## config.mk

```make
export PLATFORM = sky130hd
export DESIGN_NAME = pc_fetch_ctrl
export DESIGN_NICKNAME = d
export VERILOG_FILES = /design/src/rtl/pc_fetch_pkg.sv /design/src/rtl/pc_fetch_ctrl_pair_buf.sv /design/src/rtl/pc_fetch_ctrl.sv
export SDC_FILE = /design/constraint.sdc
export NUM_CORES = 1
export LEC_CHECK = 0
export BUFFER_PORTS_ARGS = -buffer_cell sky130_fd_sc_hd__buf_2
export CAP_MARGIN = 10
export CORE_UTILIZATION = 31
export CTS_CLUSTER_SIZE = 24
export DETAILED_ROUTE_END_ITERATION = 10
export REMOVE_ABC_BUFFERS = 1
export SLEW_MARGIN = 25
export SYNTH_ARGS = -nofsm -noshare
export SYNTH_HDL_FRONTEND = slang
export SYNTH_HIERARCHICAL = 1
export SYNTH_SLANG_ARGS = --single-unit
```

## constraint.sdc

```tcl
create_clock -name clk -period 3.09 [get_ports clk]
set_clock_uncertainty 0.15 [all_clocks]
set_input_delay 0.1545 -clock clk [delete_from_list [all_inputs] [get_ports clk]]
set_output_delay 0.1545 -clock clk [all_outputs]
set_load 0.005 [all_outputs]
```

## src/rtl/pc_fetch_pkg.sv

```systemverilog
// pc_fetch_pkg: shared definitions for the PC fetch controller.
//   INST_W           - instruction / address bus width
//   RESET_VECTOR_DEF - default first fetch address after reset
//   LINE_BYTES       - I-cache line size; a fetch pair never crosses a line
//   fetch_state_e    - fetch FSM state encoding
package pc_fetch_pkg;

  localparam int          INST_W           = 32;
  localparam logic [31:0] RESET_VECTOR_DEF = 32'h1C00_0000;
  localparam int          LINE_BYTES       = 16;
  localparam int          LINE_OFF_W       = $clog2(LINE_BYTES);
  // Word-aligns every address that gets loaded into the pc.
  localparam logic [INST_W-1:0] ADDR_MASK  = ~32'd3;

  typedef enum logic [1:0] {
    ST_IDLE = 2'd0,
    ST_REQ  = 2'd1,
    ST_HOLD = 2'd2,
    ST_DROP = 2'd3
  } fetch_state_e;

  // True when pc is the last word of its line, so slot 2 would cross it.
  function automatic logic line_last_word(input logic [INST_W-1:0] pc);
    return &pc[LINE_OFF_W-1:2];
  endfunction

  // Sequential successor: one word at the end of a line, otherwise a pair.
  function automatic logic [INST_W-1:0] next_fetch_pc(input logic [INST_W-1:0] pc);
    return line_last_word(pc) ? pc + 32'd4 : pc + 32'd8;
  endfunction

endpackage

```

## src/rtl/pc_fetch_ctrl_pair_buf.sv

```systemverilog
// fetch_pair_buf: single-entry holding register for a fetched pair that
// arrived while downstream was stalled.
//   clk, rst          - clock, synchronous active-low reset
//   load_i            - capture pc_i/inst_*_i/en_2_i and set valid
//   clear_i           - drop the held pair (load_i wins if both set)
//   valid_o, pc_o, inst_1_o, inst_2_o, en_2_o - held pair
module fetch_pair_buf
  import pc_fetch_pkg::*;
(
  input  logic              clk,
  input  logic              rst,
  input  logic              load_i,
  input  logic              clear_i,
  input  logic [INST_W-1:0] pc_i,
  input  logic [INST_W-1:0] inst_1_i,
  input  logic [INST_W-1:0] inst_2_i,
  input  logic              en_2_i,
  output logic              valid_o,
  output logic [INST_W-1:0] pc_o,
  output logic [INST_W-1:0] inst_1_o,
  output logic [INST_W-1:0] inst_2_o,
  output logic              en_2_o
);

  logic              valid_q, valid_d;
  logic [INST_W-1:0] pc_q, pc_d;
  logic [INST_W-1:0] inst_1_q, inst_1_d;
  logic [INST_W-1:0] inst_2_q, inst_2_d;
  logic              en_2_q, en_2_d;

  always_comb begin
    valid_d  = valid_q;
    pc_d     = pc_q;
    inst_1_d = inst_1_q;
    inst_2_d = inst_2_q;
    en_2_d   = en_2_q;
    if (load_i) begin
      valid_d  = 1'b1;
      pc_d     = pc_i;
      inst_1_d = inst_1_i;
      inst_2_d = inst_2_i;
      en_2_d   = en_2_i;
    end else if (clear_i) begin
      valid_d  = 1'b0;
      en_2_d   = 1'b0;
    end
  end

  always_ff @(posedge clk) begin
    if (!rst) begin
      valid_q  <= 1'b0;
      pc_q     <= '0;
      inst_1_q <= '0;
      inst_2_q <= '0;
      en_2_q   <= 1'b0;
    end else begin
      valid_q  <= valid_d;
      pc_q     <= pc_d;
      inst_1_q <= inst_1_d;
      inst_2_q <= inst_2_d;
      en_2_q   <= en_2_d;
    end
  end

  assign valid_o  = valid_q;
  assign pc_o     = pc_q;
  assign inst_1_o = inst_1_q;
  assign inst_2_o = inst_2_q;
  assign en_2_o   = en_2_q;

endmodule

```

## src/rtl/pc_fetch_ctrl.sv

```systemverilog
// pc_fetch_ctrl: fetch-stage PC sequencer. Issues I-cache requests for
// instruction pairs, follows flush / predicted-taken redirects, and delivers
// pairs to the branch prediction unit. All outputs are registered.
//   clk, rst                     - clock, synchronous active-low reset
//   stall_i                      - downstream cannot take a pair
//   flush_i, flush_target_i      - backend redirect (highest priority)
//   bpu_taken_i, bpu_target_i    - predicted-taken redirect
//   inst_req_o, inst_addr_o      - I-cache request / address
//   inst_ack_i, inst_1_i/2_i     - I-cache response and data words
//   pc_1_o, pc_2_o, inst_1_o/2_o - delivered pair
//   fetch_inst_1/2_en_o          - slot valid flags (one-cycle per pair)
module pc_fetch_ctrl
  import pc_fetch_pkg::*;
#(
  parameter logic [31:0] RESET_VECTOR = RESET_VECTOR_DEF
) (
  input  logic              clk,
  input  logic              rst,
  input  logic              stall_i,
  input  logic              flush_i,
  input  logic [INST_W-1:0] flush_target_i,
  input  logic              bpu_taken_i,
  input  logic [INST_W-1:0] bpu_target_i,
  output logic              inst_req_o,
  output logic [INST_W-1:0] inst_addr_o,
  input  logic              inst_ack_i,
  input  logic [INST_W-1:0] inst_1_i,
  input  logic [INST_W-1:0] inst_2_i,
  output logic [INST_W-1:0] pc_1_o,
  output logic [INST_W-1:0] pc_2_o,
  output logic [INST_W-1:0] inst_1_o,
  output logic [INST_W-1:0] inst_2_o,
  output logic              fetch_inst_1_en_o,
  output logic              fetch_inst_2_en_o
);

  fetch_state_e      state_q, state_d;
  logic [INST_W-1:0] pc_q, pc_d;       // address of the current/next request
  logic [INST_W-1:0] tgt_q, tgt_d;     // redirect target held while in DROP
  logic              req_q, req_d;
  logic [INST_W-1:0] addr_q, addr_d;
  logic [INST_W-1:0] pc_1_q, pc_1_d;
  logic [INST_W-1:0] pc_2_q, pc_2_d;
  logic [INST_W-1:0] inst_1_q, inst_1_d;
  logic [INST_W-1:0] inst_2_q, inst_2_d;
  logic              en_1_q, en_1_d;
  logic              en_2_q, en_2_d;

  logic              redir;
  logic [INST_W-1:0] redir_tgt;
  logic [INST_W-1:0] drop_tgt;
  logic [INST_W-1:0] seq_pc;
  logic              pc_last;

  logic              buf_load, buf_clear;
  logic              buf_valid, buf_en_2;
  logic [INST_W-1:0] buf_pc, buf_inst_1, buf_inst_2;

  fetch_pair_buf u_pair_buf (
    .clk      (clk),
    .rst      (rst),
    .load_i   (buf_load),
    .clear_i  (buf_clear),
    .pc_i     (pc_q),
    .inst_1_i (inst_1_i),
    .inst_2_i (inst_2_i),
    .en_2_i   (!pc_last),
    .valid_o  (buf_valid),
    .pc_o     (buf_pc),
    .inst_1_o (buf_inst_1),
    .inst_2_o (buf_inst_2),
    .en_2_o   (buf_en_2)
  );

  // flush beats a same-cycle prediction: the prediction came from a path
  // the backend is throwing away.
  assign redir     = flush_i | bpu_taken_i;
  assign redir_tgt = (flush_i ? flush_target_i : bpu_target_i) & ADDR_MASK;
  // In DROP only a flush may replace the target already latched.
  assign drop_tgt  = flush_i ? (flush_target_i & ADDR_MASK) : tgt_q;
  assign pc_last   = line_last_word(pc_q);
  assign seq_pc    = next_fetch_pc(pc_q) & ADDR_MASK;

  always_comb begin
    state_d   = state_q;
    pc_d      = pc_q;
    tgt_d     = tgt_q;
    req_d     = req_q;
    addr_d    = addr_q;
    pc_1_d    = pc_1_q;
    pc_2_d    = pc_2_q;
    inst_1_d  = inst_1_q;
    inst_2_d  = inst_2_q;
    en_1_d    = 1'b0;   // valid flags pulse once per delivered pair
    en_2_d    = 1'b0;
    buf_load  = 1'b0;
    buf_clear = 1'b0;

    case (state_q)
      ST_IDLE: begin
        buf_clear = 1'b1;
        pc_d      = redir ? redir_tgt : (RESET_VECTOR & ADDR_MASK);
        req_d     = 1'b1;
        addr_d    = pc_d;
        state_d   = ST_REQ;
      end

      ST_REQ: begin
        if (inst_ack_i) begin
          if (redir) begin
            // Returned words belong to the abandoned path.
            pc_d   = redir_tgt;
            addr_d = redir_tgt;
            req_d  = 1'b1;
          end else if (stall_i) begin
            buf_load = 1'b1;
            pc_d     = seq_pc;
            req_d    = 1'b0;
            state_d  = ST_HOLD;
          end else begin
            pc_1_d   = pc_q;
            pc_2_d   = pc_q + 32'd4;
            inst_1_d = inst_1_i;
            inst_2_d = inst_2_i;
            en_1_d   = 1'b1;
            en_2_d   = !pc_last;
            pc_d     = seq_pc;
            addr_d   = seq_pc;
            req_d    = 1'b1;
          end
        end else if (redir) begin
          // The cache request cannot be withdrawn: keep it up and wait for
          // its ack before switching address.
          tgt_d   = redir_tgt;
          state_d = ST_DROP;
        end
      end

      ST_HOLD: begin
        req_d = 1'b0;
        if (redir) begin
          buf_clear = 1'b1;
          pc_d      = redir_tgt;
          addr_d    = redir_tgt;
          req_d     = 1'b1;
          state_d   = ST_REQ;
        end else if (!stall_i) begin
          buf_clear = 1'b1;
          pc_1_d    = buf_pc;
          pc_2_d    = buf_pc + 32'd4;
          inst_1_d  = buf_inst_1;
          inst_2_d  = buf_inst_2;
          en_1_d    = buf_valid;
          en_2_d    = buf_valid & buf_en_2;
          addr_d    = pc_q;   // already advanced when the pair was buffered
          req_d     = 1'b1;
          state_d   = ST_REQ;
        end
      end

      ST_DROP: begin
        tgt_d = drop_tgt;
        if (inst_ack_i) begin
          pc_d    = drop_tgt;
          addr_d  = drop_tgt;
          req_d   = 1'b1;
          state_d = ST_REQ;
        end
      end

      default: begin
        state_d = ST_IDLE;
        req_d   = 1'b0;
      end
    endcase
  end

  always_ff @(posedge clk) begin
    if (!rst) begin
      state_q  <= ST_IDLE;
      pc_q     <= '0;
      tgt_q    <= '0;
      req_q    <= 1'b0;
      addr_q   <= '0;
      pc_1_q   <= '0;
      pc_2_q   <= '0;
      inst_1_q <= '0;
      inst_2_q <= '0;
      en_1_q   <= 1'b0;
      en_2_q   <= 1'b0;
    end else begin
      state_q  <= state_d;
      pc_q     <= pc_d;
      tgt_q    <= tgt_d;
      req_q    <= req_d;
      addr_q   <= addr_d;
      pc_1_q   <= pc_1_d;
      pc_2_q   <= pc_2_d;
      inst_1_q <= inst_1_d;
      inst_2_q <= inst_2_d;
      en_1_q   <= en_1_d;
      en_2_q   <= en_2_d;
    end
  end

  assign inst_req_o        = req_q;
  assign inst_addr_o       = addr_q;
  assign pc_1_o            = pc_1_q;
  assign pc_2_o            = pc_2_q;
  assign inst_1_o          = inst_1_q;
  assign inst_2_o          = inst_2_q;
  assign fetch_inst_1_en_o = en_1_q;
  assign fetch_inst_2_en_o = en_2_q;

endmodule

```

==> results of run 1 <==
## layout make-up
| cell class | count | area share |
|---|---|---|
| clock buffer | 62 | 0.0536 |
| clock inverter | 9 | 0.00476 |
| inverter | 38 | 0.00624 |
| multi-input combinational | 1477 | 0.441 |
| sequential | 325 | 0.285 |
| tap | 748 | 0.0410 |
| timing repair buffer | 543 | 0.169 |
## worst paths after layout
kind	slack [ns]	endpoint	startpoint
max	0.12	pc_q[6]	pc_q[2]
max reg2reg	0.12	pc_q[6]	pc_q[2]
min reg2reg	0.30	pc_2_o[4]	pc_2_o[4]
min	0.03	inst_addr_o[10]	flush_i
## per-stage QoR
stage          cell area [um2]  setup WS, ns  total power, uW  utilization  hold slack (ns)
4_1_cts                  22800         0.168            12200        0.412          0.00347
2_1_floorplan            16700         -9.02             6090            -            0.122
3_5_place_dp             20000         0.398             7140        0.361            0.284
5_1_grt                  22800        0.0372            12600        0.412           0.0226
3_3_place_gp             20000         0.437             7100        0.361            0.277
6_report                 22800         0.124            12100        0.412           0.0262
## synthesized netlist by cell type (all sizes together) (29+ instances only)
| cell type | instances |
|---|---|
| dfxtp | 325 |
| mux2i | 215 |
| nand2 | 185 |
| nor2 | 129 |
| clkbuf | 116 |
| nor2b | 111 |
| o21ai | 111 |
| a21oi | 87 |
| buf | 75 |
| nand3 | 65 |
| a211oi | 57 |
| o211ai | 50 |
| xnor2 | 48 |
| o211a | 43 |
| a31oi | 37 |
| inv | 37 |
| o221a | 29 |
## routing by layer
metal / wire length, um / global-route usage
met1: 28000 / 0.282
met2: 30100 / 0.356
met3: 4970 / 0.0498
met4: 2680 / 0.0915
met5: 0 / 0
## power breakdown
group          leakage [uW]  switching [uW]  internal [uW]  total, uW
combinational       0.00580            1500           1100       2600
clock              0.000655            1940           2890       4830
sequential          0.00264             247           4440       4690
## state kept, by name, summed over array words and instances, names as in the netlist
signal,count
inst_1_o,32
inst_req_o,1
u_pair_buf/inst_1_o,32
u_pair_buf/pc_o,32
pc_q,32
pc_2_o,30
fetch_inst_2_en_o,1
inst_addr_o,32
pc_1_o,32
fetch_inst_1_en_o,1
u_pair_buf/valid_o,1
state_q,2
u_pair_buf/en_2_o,1
inst_2_o,32
u_pair_buf/inst_2_o,32
tgt_q,32
## worst max-delay path: stages (launching register included)
cell	delay, ns
dfxtp_1	0.31
ha_1	0.33
o211ai_1	0.55
buf_4	0.27
xnor2_1	0.20
nand2_1	0.10
a21oi_1	0.16
nor2_1	0.08
a31oi_1	0.17
dlygate4sd3_1	0.59
## repair_timing
| action | 4_1_cts | 5_1_grt |
|---|---|---|
| hold buffers | 153 | 0 |
| setup endpoints to repair | 0 | 1 |
| hold endpoints to repair | 223 | 0 |
| resized for setup | 0 | 1 |
## cell families after synthesis
logic type,share of synthesized area
AO/OA/AOI/OAI,0.216
buffers and inverters,0.0564
adder cells (fa/ha/maj),0.00572
flip-flops,0.372
AND/OR/NAND/NOR,0.182
multiplexers,0.131
XOR/XNOR,0.0375
==> results.md, run 1 <==
* Outcome: completed
* Vias per cell at 5.40
* Setup TNS at 0 ns
* Die height at 240 um
* Wire length per cell at 20.5 um
* Diode count at 0
* FF/Latch Area at 6510 um2
* Most frequent cells in the layout: dfxtp_1 (325), buf_2 (290), mux2i_1 (214), nand2_1 (185), dlygate4sd3_1 (153)
* Top_reg_cell synth: dfxtp_1
* Crit path max fanout at 7
* Worst slew margin at 0.311
* Minimum clock period at 2.97 ns
* Synth async-reset ratio at 0
* I/O Pins at 297
* Number of H-tree levels at 2
* HPWL after detailed placement at 44.8 mm
* First-pass GRT wire length at 98.6 mm
* Synth area leaders: dfxtp_1 (37%), mux2i_1 (12%), nand2_1 (4.0%), nor2b_1 (4.0%), o21ai_0 (3.1%)
* Avg Cell Area, Syn at 8.62 um2
* Final ANT Viol Nets at 0
* Seq/Total Area, Yosys at 0.372
* PwrDens at 531 nW/um2
* GRT Util Overall at 0.221
* FP Rows at 86
* Synthesized area at 17,500 um2
* Setup repair bufs after CTS at 0
* Clk buf depth at 3
* Final Max Tran Viols at 0
* Synth top area share at 0.372
* # DRC at 0
* Worst slew pin tran at 1.03 ns
* WL final at 65.7 mm
* EDFF count, synth at 0
* Worst EP required at 3.45 ns
* Area Overhead vs Synth at 30.5%
* DP Cell Count at 2,978
* Drt pass-1 iters at 6
* Ys Warns at 6
* Leakage power at 0.00909 uW
* Worst Reg2Reg Path Length in Cells at 9
* Die width at 240 um
* Vias in the first global route at 16.7k
* Yosys reg bits at 325
* # fillers at 5,488
* Setup crit end kind: flop
* Initial antenna violation count at 0
* Setup CP Type: flop to flop
* Initial DRC Count at 1,216
* Unrepaired setup endpoints after global routing: false
* Netlist cell types at 76
* Type of origin of the critical path: flop
* Commonest non-fill, non-tap cell in the layout: dfxtp_1
* Cts bufs inserted at 40
* Buffers on Ports at 292
* Reg clk slew, reported paths at 0.06 ns
* Via Count at 17.3k
* HP Class: input port to flop
* CTS root buffer: clkbuf_16
* Non-filler cells, final at 3,202
* Hold depth at 4
* Final period util at 0.960
* Fin nets at 2,567
* Multi-input gate area at 10,100 um2
* Starting Density at 0.316
* DIE AREA at 57,400 um2
* Largest net degree at the start of global routing at 94
* VDD IR max at 0.000386 V
* Final Hold Fails at 0
* Layout cells sized above 1 at 0.216
* Endpoints failing setup at 0
* Max Freq at 0.337 GHz
* Clock latency on the worst-skew pair at 0.56 ns
* CTS Sinks at 325
* RD Place Congestion at 0.882
* GRT overflow at 0
* Crit path DAT at 3.32 ns
* CTS tree: built
* Core area at 55,400 um2
* Cells after Synth at 2,031
* Synth area leader: dfxtp_1
* Total of max-cap violations at 0
Power figures use the tool's default switching activity.
==> inputs of run 2 (changes only) <==
--- a/config.mk
+++ b/config.mk
@@ -10,6 +10,7 @@
 export CORE_UTILIZATION = 31
 export CTS_CLUSTER_SIZE = 24
 export DETAILED_ROUTE_END_ITERATION = 10
+export HOLD_SLACK_MARGIN = 0.02
 export REMOVE_ABC_BUFFERS = 1
 export SLEW_MARGIN = 25
 export SYNTH_ARGS = -nofsm -noshare
==> constraint.sdc (replaced) <==
create_clock -name clk -period 3.09 [get_ports clk]
set_clock_uncertainty 0.15 [all_clocks]
set_input_delay 0.309 -clock clk [delete_from_list [all_inputs] [get_ports clk]]
set_output_delay 0.309 -clock clk [all_outputs]
set_load 0.005 [all_outputs]
==> results.md, run 2 (same netlist as run 1, synthesis figures left out) <==
* DP Worst Slack at 0.297 ns
* Placed Area at 19,900 um2
* Wire length per cell at 20.3 um
* Crit path to: pc_2_o[25]
* CTS tree: built
* Die height at 240 um
* Post-cts resize count at 0
* Uppermost layer routed: met5
* Most frequent cells in the layout: dfxtp_1 (325), buf_2 (290), mux2i_1 (214), nand2_1 (185), nor2_1 (126)
* Post-CTS Hold Fix Bufs at 99
* R2R Path End: pc_2_o[25]
* # fillers at 5,481
* Setup ws final at 0.226 ns
* Total of max-cap violations at 0
* Crit path DAT at 3.18 ns
* HPWL after detailed placement at 44.3 mm
* Worst path depth at 7
* Buffers on Ports at 292
* Final Hold Fails at 0
* Design area at 22,300 um2
* Vias in the first global route at 16.7k
* HP Class: input port to flop
* Commonest non-fill, non-tap cell in the layout: dfxtp_1
* Pwr Total at 12,200 uW
* CP peak stage delay at 0.53 ns
* PwrDens at 546 nW/um2
* Met2 wire length at 29.7 mm
* M1 wire length at 26.3 mm
* Vias per cell at 5.45
* WL final at 63.9 mm
* # DRC at 0
* Layout cells sized above 1 at 0.219
* GRT overflow at 0
* Outcome: completed
* Setup TNS at 0 ns
* Final period util at 0.927
* Reg clk slew, reported paths at 0.06 ns
* GRT Util Overall at 0.215
* Max Freq at 0.349 GHz
* Initial antenna violation count at 2
* Area Overhead vs Synth at 27.6%
* Unrepaired setup endpoints after global routing: false
* Minimum clock period at 2.86 ns
* Drt pass-1 iters at 6
* CTS Sinks at 325
* Critical-path cell list: inv_1 -> ha_1 -> nand2_1 -> o21ai_0 -> and2_4 -> nand2_1 -> o21ai_0
* DR WL met3 at 5.34 mm
* Top delay family on crit path: simple AND/OR/NAND/NOR gates
* Crit path max fanout at 28
* VDD IR max at 0.000363 V
* Setup CP Type: flop to flop
* Worst EP required at 3.41 ns
* CTS root buffer: clkbuf_16
* CP max-delay cell: ha_1
* Worst Reg2Reg Path Length in Cells at 7
* Worst r2r src: state_q[1]
* RD Place Congestion at 0.959
* Worst slew pin tran at 0.871 ns
* Die width at 240 um
* Worst R2R Setup Slack at 0.23 ns
* Worst setup startpoint: state_q[1]
* Clk buf depth at 3
* Starting Density at 0.316
* Worst slew margin at 0.416
* Endpoints failing setup at 0
* Setup repair bufs after CTS at 0
* FP Rows at 86
* Final ANT Viol Nets at 0
* Number of H-tree levels at 2
* I/O Pins at 297
* DIE AREA at 57,400 um2
* First-pass GRT wire length at 96.4 mm
* Final Max Tran Viols at 0
* Core area at 55,400 um2
* Clock latency on the worst-skew pair at 0.58 ns
* Initial DRC Count at 1,542
* Final Util at 0.403
* Crit path buf inv count at 1
* Setup crit end kind: flop
* Via Count at 17.1k
* Cts bufs inserted at 41
* Leakage power at 0.00888 uW
* Fin nets at 2,507
* Largest net degree at the start of global routing at 111
* Type of origin of the critical path: flop
## run 2: cell types whose count changed in the layout (fill, tap and decap cells not counted)
cell,before,now
buf_12,10,11
buf_4,89,81
bufinv_16,2,4
clkbuf_1,9,8
clkbuf_16,41,43
clkbuf_8,12,9
clkinv_2,3,4
diode_2,0,1
dlygate4sd3_1,153,99
ha_1,6,7
ha_2,1,0
## run 2: how the worst min path moves through the flow
stage / cells past startpoint / slack (ns) / from / endpoint
global placement: 2 / 0.29 / pc_2_o[2] / pc_2_o[2]
CTS: 5 / 0.02 / bpu_target_i[9] / inst_addr_o[9]
detailed placement: 2 / 0.30 / pc_2_o[11] / pc_2_o[11]
floorplan: 1 / 0.28 / rst / pc_2_o[17]
global route: 3 / 0.05 / bpu_target_i[10] / tgt_q[10]
finish: 5 / 0.05 / bpu_target_i[9] / inst_addr_o[9]
## run 2: final cells by class
class / instances / area (um2) / area share
multi-input cells: 1477 / 10100 / 0.451
diodes: 1 / 2.50 / 0.000112
well taps: 748 / 936 / 0.0419
clock inverters: 12 / 174 / 0.00779
flip-flops and latches: 325 / 6510 / 0.291
clock buffers: 60 / 1230 / 0.0551
repair buffers: 482 / 3280 / 0.147
inverters: 38 / 143 / 0.00639
## run 2: per-layer routing
layer  vias up  GRT usage
met1      8264      0.271
met3       152     0.0534
met5         -          0
met4         4     0.0948
met2       705      0.344
li1       8012          -
## run 2: power by group
part           internal (uW)  switching, uW  total, uW
registers               4440            252       4690
clock network           3090           1920       5010
logic                   1040           1460       2500
## run 2: worst register-to-register path, stage by stage (launching register included)
cell	delay (ns)
dfxtp_1	0.35
inv_1	0.11
ha_1	0.53
nand2_1	0.14
o21ai_0	0.14
and2_4	0.51
nand2_1	0.50
o21ai_0	0.33
## run 2: stage by stage
step                      std cells  hold WS, ns
after floorplan                1840        0.276
after global placement         2971        0.294
after detailed placement       2971        0.298
after CTS                      3142       0.0211
after global routing           3142       0.0526
final                          3143       0.0504
